File: config.mk
export PLATFORM = sky130hd
export DESIGN_NAME = bola
export DESIGN_NICKNAME = d
export VERILOG_FILES = /design/src/rtl/bola.sv
export SDC_FILE = /design/constraint.sdc
export NUM_CORES = 1
export LEC_CHECK = 0
export CORE_UTILIZATION = 40
export CTS_BUF_LIST = sky130_fd_sc_hd__clkbuf_8 sky130_fd_sc_hd__clkbuf_16
export DETAILED_ROUTE_END_ITERATION = 12
export GPL_ROUTABILITY_DRIVEN = 0
export GPL_TIMING_DRIVEN = 1
export REMOVE_ABC_BUFFERS = 1
export SYNTH_ARGS = -nofsm -noshare
export SYNTH_HDL_FRONTEND = slang
export SYNTH_SLANG_ARGS = --single-unit
File: constraint.sdc
create_clock -name CLOCK_50 -period 4.99 [get_ports CLOCK_50]
set_clock_uncertainty 0.1 [all_clocks]
set_input_delay 0.499 -clock CLOCK_50 [delete_from_list [all_inputs] [get_ports CLOCK_50]]
set_output_delay 0.499 -clock CLOCK_50 [all_outputs]
set_load 0.03 [all_outputs]
File: src/rtl/bola.sv
// bola: breakout ball motion -- rides the paddle until launch, then steps on a fixed tick
// with wall/paddle reflection, paddle-hit and ball-loss pulses.
module bola #(
  parameter int TICK_DIV     = 250000,
  parameter int PASSO        = 2,
  parameter int BOLA_TAM     = 8,
  parameter int NAVE_LARGURA = 45,
  parameter int TELA_L       = 640,
  parameter int TELA_A       = 480
) (
  input  logic       CLOCK_50,
  input  logic       resetNave,
  input  logic       pausa,
  input  logic       lancar,
  input  logic [9:0] x_nave,
  input  logic [9:0] y_nave,
  output logic [9:0] x_bola,
  output logic [9:0] y_bola,
  output logic       bateu,
  output logic       perdeu,
  output logic [1:0] estado
);
  typedef enum logic [1:0] {ESPERA = 2'd0, MOVENDO = 2'd1, PERDIDA = 2'd2} st_t;
  localparam int CW = TICK_DIV > 2 ? $clog2(TICK_DIV) : 1;
  localparam logic [9:0] OFF = 10'((NAVE_LARGURA - BOLA_TAM) / 2);
  localparam logic [9:0] T10 = 10'(BOLA_TAM);
  localparam logic [9:0] X0 = 10'(320 + (NAVE_LARGURA - BOLA_TAM) / 2);
  localparam logic [9:0] Y0 = 10'(410 - BOLA_TAM);
  localparam logic [10:0] P = 11'(PASSO);
  localparam logic [10:0] T = 11'(BOLA_TAM);
  localparam logic [10:0] W = 11'(NAVE_LARGURA);
  localparam logic [10:0] L = 11'(TELA_L);
  localparam logic [10:0] A = 11'(TELA_A);
  localparam logic [10:0] TERCO = 11'(NAVE_LARGURA / 3);
  st_t st;
  logic [CW-1:0] cnt;
  logic dx, du;
  logic tick, wl, wr, wt, hit, lost, lado_e, lado_d, ndx, ndu;
  logic [10:0] xb, yb, xn, yn, c, nx, ny;
  assign estado = st;
  assign tick = cnt == CW'(TICK_DIV - 1);
  // 11-bit zero-extended arithmetic keeps every comparison free of 10-bit wraparound
  assign xb = {1'b0, x_bola};
  assign yb = {1'b0, y_bola};
  assign xn = {1'b0, x_nave};
  assign yn = {1'b0, y_nave};
  assign c = xb + (T >> 1);
  assign wl = !dx && xb < P;
  assign wr = dx && xb + T + P > L;
  assign wt = du && yb < P;
  assign hit = !du && yb + T <= yn && yb + T + P >= yn && xb + T > xn && xb < xn + W;
  assign lost = !wt && !hit && yb + T + P > A;
  assign lado_e = c < xn + TERCO;
  assign lado_d = c >= xn + W - TERCO;
  always_comb begin
    nx = wl ? 11'd0 : wr ? L - T : dx ? xb + P : xb - P;
    ny = wt ? 11'd0 : hit ? yn - T : du ? yb - P : yb + P;
    ndx = hit && lado_e ? 1'b0 : hit && lado_d ? 1'b1 : wl ? 1'b1 : wr ? 1'b0 : dx;
    ndu = wt ? 1'b0 : hit ? 1'b1 : du;
  end
  always_ff @(posedge CLOCK_50 or posedge resetNave) begin
    if (resetNave) begin
      st <= ESPERA;
      cnt <= '0;
      x_bola <= X0;
      y_bola <= Y0;
      dx <= 1'b1;
      du <= 1'b1;
      bateu <= 1'b0;
      perdeu <= 1'b0;
    end else if (!pausa) begin
      cnt <= tick ? '0 : cnt + 1'b1;
      bateu <= 1'b0;
      perdeu <= 1'b0;
      if (st == ESPERA) begin
        x_bola <= x_nave + OFF;
        y_bola <= y_nave - T10;
        dx <= 1'b1;
        du <= 1'b1;
        if (lancar) st <= MOVENDO;
      end else if (tick && st == MOVENDO) begin
        if (lost) begin
          st <= PERDIDA;
          perdeu <= 1'b1;
        end else begin
          x_bola <= nx[9:0];
          y_bola <= ny[9:0];
          dx <= ndx;
          du <= ndu;
          bateu <= hit;
        end
      end else if (tick && st == PERDIDA) begin
        st <= ESPERA;
        x_bola <= x_nave + OFF;
        y_bola <= y_nave - T10;
      end
    end
  end
endmodule
Word-level counts from Yosys, hierarchy flattened:

Cells that the tools add are included.

* word-level logic and storage cells: 106
* output and inout port bits: 24
* input port bits: 24
* bits in registers: 44

* mux-type cells: 38
* reductions and logical operators: 26
* add/subtract/negate cells: 16
* bitwise operators: 1
* eq/ne operators: 7
* magnitude comparators: 10

Operators with widths (count)
* 10-bit 2-to-1 mux: 14
* 10-bit by 4-bit adder with 11-bit output, second input constant: 3
* 11-bit by 2-bit adder with 11-bit output, second input constant: 2
* 10-bit by 2-bit adder with 10-bit output, second input constant: 2
* 10-bit by 2-bit < comparator with 1-bit output, second input constant: 2
* 10-bit by 2-bit subtractor with 10-bit output, second input constant: 2
* 10-bit by 4-bit subtractor with 10-bit output, second input constant: 2
* 18-bit by 1-bit adder with 18-bit output, second input constant: 1
* 18-bit == test, second input constant: 1
* 1-bit 2-to-1 mux: 18
* 18-bit 2-to-1 mux: 1
* 1-bit logical AND: 13
* 4-bit AND reduction: 3
* 10-bit by 3-bit adder with 11-bit output, second input constant: 1
* 10-bit by 6-bit adder with 11-bit output, second input constant: 1
* 11-bit by 10-bit >= comparator with 1-bit output: 1
* 11-bit >= comparator: 1
* 11-bit by 10-bit greater-than comparator with 1-bit output: 1
* 11-bit by 10-bit greater-than comparator with 1-bit output, second input constant: 1
* 11-bit by 9-bit greater-than comparator with 1-bit output, second input constant: 1
* 11-bit by 10-bit less-or-equal comparator with 1-bit output: 1
* 10-bit by 11-bit < comparator with 1-bit output: 1
* 11-bit < comparator: 1
* 11-bit by 4-bit subtractor with 11-bit output, second input constant: 1
* other kinds (14): 23

Logic depth before layout (Yosys ltp):

* depth after elaboration: 12
* mapped depth: 18
* gate-level depth less buffers: 16

Worst setup path before layout:

Ideal clock, no wire load.

* path kind: input to register
* start point: in x_nave[2]
* end point: reg x_bola[7]
* stages: 18
* setup time: 121 ps
* required time: 4769 ps
* arrival: 3636 ps
* path buffers: 2
* setup slack: 1133 ps
* cells stage by stage: buf_2 inv_1 ha_1 a211o_1 nand2_1 xnor2_1 inv_1 ha_1 a21o_1 a21oi_1 nand3_1 maj3_1 a221oi_2 o21ba_4 o31a_1 buf_6 o31ai_1 a22o_1

* word-level cells in the longest chain between the ends: 8
* elaborated cells between the ends (all ways): 14
* classes of those cells: add/sub (2); order compare (2); eq/ne (1); mux (3); reduce/logical (6)

RTL lines
* start: declaration: line 15 `input logic [9:0] x_nave,`
* 10-bit by 6-bit adder with 11-bit output or 11-bit by 10-bit greater-than comparator with 1-bit output (tied branches): line 51 `assign hit = !du && yb + T <= yn && yb + T + P >= yn && xb + T > xn && xb < xn + W;`
* 10-bit by 11-bit < comparator with 1-bit output or 1-bit logical AND (tied branches): line 51
* 1-bit logical AND: line 51
* 1-bit logical NOT: line 52 `assign lost = !wt && !hit && yb + T + P > A;`
* 1-bit logical AND (2 in series): line 52
* 3-bit inequality test (no source line)
* 3-bit AND reduction (no source line)
* end signal: assignment: line 76 `x_bola <= x_nave + OFF;`
* end signal: assignment: line 86 `x_bola <= nx[9:0];`
* end signal: assignment: line 94 `x_bola <= x_nave + OFF;`
* end: declaration: line 17 `output logic [9:0] x_bola,`

Parallel ways exist; a longest one is shown, timed or not. The select of a mux whose other input is x is not followed.
A chain may end at the register's enable or synchronous reset.

Final worst setup path:

* start point: in x_nave[0]
* end point: reg y_bola[3]

* word-level cells in the longest chain between the ends: 8
* elaborated cells between the ends (all ways): 15
* classes of those cells: add/sub (1); order compare (2); eq/ne (1); mux (5); reduce/logical (6)

RTL lines
* 10-bit by 6-bit adder with 11-bit output or 11-bit by 10-bit greater-than comparator with 1-bit output (tied branches): line 51
* 10-bit by 11-bit < comparator with 1-bit output or 1-bit logical AND (tied branches): line 51
* 1-bit logical AND *: line 51
* 10-bit 2-to-1 mux or 1-bit logical NOT (tied branches): line 57, 52
* 10-bit 2-to-1 mux or 1-bit logical AND (tied branches): line 57, 52
* 10-bit 2-to-1 mux or 1-bit logical AND (tied branches): line 82, 52
* 10-bit 2-to-1 mux or 3-bit inequality test (tied branches)
* 10-bit 2-to-1 mux or 3-bit AND reduction (tied branches)
* end signal: assignment: line 77 `y_bola <= y_nave - T10;`
* end signal: assignment: line 87 `y_bola <= ny[9:0];`
* end signal: assignment: line 95 `y_bola <= y_nave - T10;`
* end: declaration: line 18 `output logic [9:0] y_bola,`

Mark *: on every way between the ends. The rest lies on a longest branch, timed or not. The select of a mux whose other input is x is not followed.

==> Implementation_results.wiki <==
{| class="wikitable"
! Metric !! Value
|-
| Total iterations of the first detailed-routing run || 4
|-
| Final cell area excluding filler cells || approximately 0.0064 mm^2
|-
| Remaining Overflow, GRT || 0
|-
| DRC marker count from the first detailed-route iteration || approximately 420
|-
| Final hold violation count || 0
|-
| Clock-pin slew on the worst setup and hold paths || 0.06 ns
|-
| Count of antenna diodes in the layout || 0
|-
| H-tree levels || 2
|-
| Fraction of layout cells with a size suffix above 1 || 0.0676
|-
| Detailed placer's ending HPWL || 13,100 um
|-
| Slew Limit Headroom || 0.295
|-
| Max_cap viols || 0
|-
| Yosys cell types || 79
|-
| Cell Count Post-Placement || 912
|-
| CP most frequent cell || sky130_fd_sc_hd__ha_1
|-
| Non-filler cells, final || between 900 and 1,000
|-
| Number of cells upsized or downsized after cts || 0
|-
| Core ar. || 0.0139 mm^2
|-
| Cell with the biggest individual delay on the critical path || sky130_fd_sc_hd__clkdlybuf4s50_1
|-
| Per-instance average area after synthesis || 8.05 um^2
|-
| Total power divided by cell area || 517 mW/mm^2
|-
| Tcrit/Tclk final || 0.887
|-
| Post-CTS setup repair buffer count || 0
|-
| Die Width || roughly 120 um
|-
| Clock latency at the later pin of the worst-skew pair || 0.29 ns
|-
| Antenna violations before repair || 0
|-
| All-layer global routing usage || 0.229
|-
| Setup repair after global routing missed its margin || no
|-
| Instance count along the most critical hold path || 2
|-
| Average routed wire per standard cell || 17.6 um
|-
| Area Overhead vs Synth || 12.9%
|-
| Arrival time at the worst endpoint || 4.50 ns
|-
| Peak VDD IR || between 0.2 and 0.25 mV
|-
| Critical Setup Path Class || in2reg
|-
| Slew Limit Fails || 0
|-
| Synthesized area || 0.00570 mm^2
|-
| Fill count || between 1,000 and 1,500
|-
| Total of endpoints with negative setup slack in the final report || 0
|-
| Category of the worst setup path capture point || flop
|-
| Run status || completed
|-
| Maximum fanout count along the critical path || 15
|-
| Number of global-route vias before repair || 5,188
|-
| Delay of the slowest cell on the worst path || ~0.43 ns
|-
| CTS Sinks || 44
|-
| Overall routed net length || around 16,000 um
|-
| Worst slew pin tran || between 1 and 1.5 ns
|-
| Worst setup SP type || input port
|-
| Post-layout utilization of the core || 0.464
|-
| Highest-count cells in the layout ignoring fill and taps || 80 x sky130_fd_sc_hd__ha_1, 64 x sky130_fd_sc_hd__nand2_1, 55 x sky130_fd_sc_hd__xnor2_1
|-
| Proportion of synthesized flip-flops having asynchronous set or reset || 1.00
|-
| Post-synthesis cell count || 708
|-
| Master cell of the clock root buffer || sky130_fd_sc_hd__clkbuf_16
|-
| Largest net degree at the start of global routing || between 40 and 50
|-
| Highest clock rate || about 230 MHz
|-
| Dominant synthesized flop cell || sky130_fd_sc_hd__dfrtp_1
|-
| Total leakage power || 2.71 nW
|-
| Number of cells on the worst reg-to-reg path || 16
|-
| Worst-path cell chain || clkdlybuf4s50_1 > ha_1 > or3_1 > a21oi_1 > xnor2_1 > inv_1 > ha_1 > nand4_1 > a21o_1 > nand3_1 > maj3_1 > a221oi_2 > o21ba_4 > o31ai_4 > a31o_2 > a22o_1
|-
| Row Count || 43
|-
| Post-Route Setup TNS || 0 ns
|-
| Leading cell type in the layout, fill and taps excluded || sky130_fd_sc_hd__ha_1
|-
| Final antenna-violating net count || 0
|-
| Sequential element share of the synthesized area || 0.195
|-
| Post-place instance area || ~0.0063 mm^2
|-
| Vias post-DR || about 5,300
|-
| Total CTS buffers || 5
|-
| Number of vias per cell || 5.81
|-
| Initial core utilization || 0.411
|-
| Warnings, synthesis || 0
|-
| Required time reported for the critical path endpoint || 5.06 ns
|-
| Number of synthesized flops with an enable pin || 0
|-
| Drt drc || 0
|-
| Final min period || 4.43 ns
|-
| Final-stage net count || 843
|-
| Wire length of the first global-routing pass || 26,700 um
|-
| Crit path depth || 16
|-
| TritonCTS clock tree || done
|-
| Setup Slack @ Placement || 0.246 ns
|-
| Y dimension of the die || 121 um
|-
| Worst-case clock buffer depth || 2
|-
| CP top delay family || compound AO/OA/AOI/OAI gates
|-
| Num ports || 48
|-
| Die Outline Area || 0.0147 mm^2
|-
| Worst setup slack after layout || approximately 0.56 ns
|-
| Critical path buffers and inverters || 2
|-
| Buffers added on ports || 47
|-
| Classification of the worst-slack hold path || reg2reg
|-
| CTS hold repair buffers || 0
|-
| Number of storage elements in the synthesis netlist || 44
|}
## registers in the layout, summed over array words and instances (netlist names)
| signal | flops |
|---|---|
| cnt | 18 |
| x_bola | 10 |
| y_bola | 10 |
| estado | 2 |
| bateu | 1 |
| du | 1 |
| dx | 1 |
| perdeu | 1 |
## cell families after synthesis
| family | synth area share |
|---|---|
| flops | 0.195 |
| mux | 0.00703 |
| buf+inv | 0.0623 |
| xor+xnor | 0.124 |
| fa+ha+maj | 0.177 |
| compound gates | 0.197 |
| simple gates | 0.236 |
## path summary, 6_finish.rpt
kind                            slack, ns                    end                  start
max in group asynchronous            3.54     perdeu$_DFFE_PP0N_              resetNave
worst min-delay path                 0.40     perdeu$_DFFE_PP0N_     perdeu$_DFFE_PP0N_
worst min register to register       0.40     perdeu$_DFFE_PP0N_     perdeu$_DFFE_PP0N_
worst max-delay path                 0.56  y_bola[3]$_DFFE_PP0P_              x_nave[0]
min in group asynchronous            0.66  x_bola[2]$_DFFE_PP0P_              resetNave
worst max register to register       0.65  y_bola[3]$_DFFE_PP0P_  y_bola[3]$_DFFE_PP0P_
## cells in the mapped netlist (6+ instances only)
| cell | number | share of area |
|---|---|---|
| sky130_fd_sc_hd__dfstp_2 | 10 | 0.046 |
| sky130_fd_sc_hd__dfrtp_1 | 34 | 0.15 |
| sky130_fd_sc_hd__a31oi_1 | 14 | 0.015 |
| sky130_fd_sc_hd__ha_1 | 80 | 0.18 |
| sky130_fd_sc_hd__o22ai_1 | 7 | 0.0077 |
| sky130_fd_sc_hd__a21oi_1 | 34 | 0.030 |
| sky130_fd_sc_hd__nand4_1 | 14 | 0.015 |
| sky130_fd_sc_hd__and3_1 | 10 | 0.011 |
| sky130_fd_sc_hd__buf_2 | 11 | 0.0097 |
| sky130_fd_sc_hd__nand2_1 | 64 | 0.042 |
| sky130_fd_sc_hd__nor3_1 | 19 | 0.017 |
| sky130_fd_sc_hd__nand2b_1 | 8 | 0.0088 |
| sky130_fd_sc_hd__nand3b_1 | 6 | 0.0079 |
| sky130_fd_sc_hd__nand3_1 | 44 | 0.039 |
| sky130_fd_sc_hd__o21ai_0 | 30 | 0.026 |
| sky130_fd_sc_hd__or3_1 | 10 | 0.011 |
| sky130_fd_sc_hd__nor2_1 | 52 | 0.034 |
| sky130_fd_sc_hd__inv_1 | 50 | 0.033 |
| sky130_fd_sc_hd__xor2_1 | 22 | 0.034 |
| sky130_fd_sc_hd__clkbuf_1 | 11 | 0.0072 |
| sky130_fd_sc_hd__xnor2_1 | 55 | 0.085 |
## cell type report
type	instances	area (um^2)	area share
multi-input combinational	583	4230	0.657
sequential	44	1110	0.173
timing repair buffer	55	531	0.0824
tap	180	225	0.0350
inverter	50	188	0.0292
clock buffer	6	139	0.0216
clock inverter	2	10.0	0.00156
## power by group
group	leakage, nW	total [mW]	switching [mW]	internal (mW)
Clock	0.0766	0.329	0.131	0.197
Combinational	2.09	2.22	1.29	0.929
Sequential	0.544	0.778	0.294	0.484
Total	2.71	3.33	1.72	1.61
## metal layers
metal | routed length (um) | global-route usage | up-vias | share of wire
met2 | 7180 | 0.355 | 138 | 0.44
li1 | - | - | 2614 | -
met4 | 414 | 0.0718 | 0 | 0.026
met3 | 658 | 0.0183 | 26 | 0.041
met1 | 7970 | 0.333 | 2567 | 0.49
met5 | 0 | 0 | - | 0
## tightest hold or removal path: stages, from the launching register on
cell	delay, ns
sky130_fd_sc_hd__dfrtp_1	0.35
sky130_fd_sc_hd__nand2_1	0.06
sky130_fd_sc_hd__nand2_1	0.06
## per-stage QoR
step           total power [mW]  hold slack [ns]
6_report                   3.33            0.397
5_1_grt                    3.62            0.445
4_1_cts                    3.32            0.401
3_5_place_dp               2.98            0.377
3_3_place_gp               2.92            0.377
2_1_floorplan              2.25            0.360
Power figures use the tool's default switching activity.
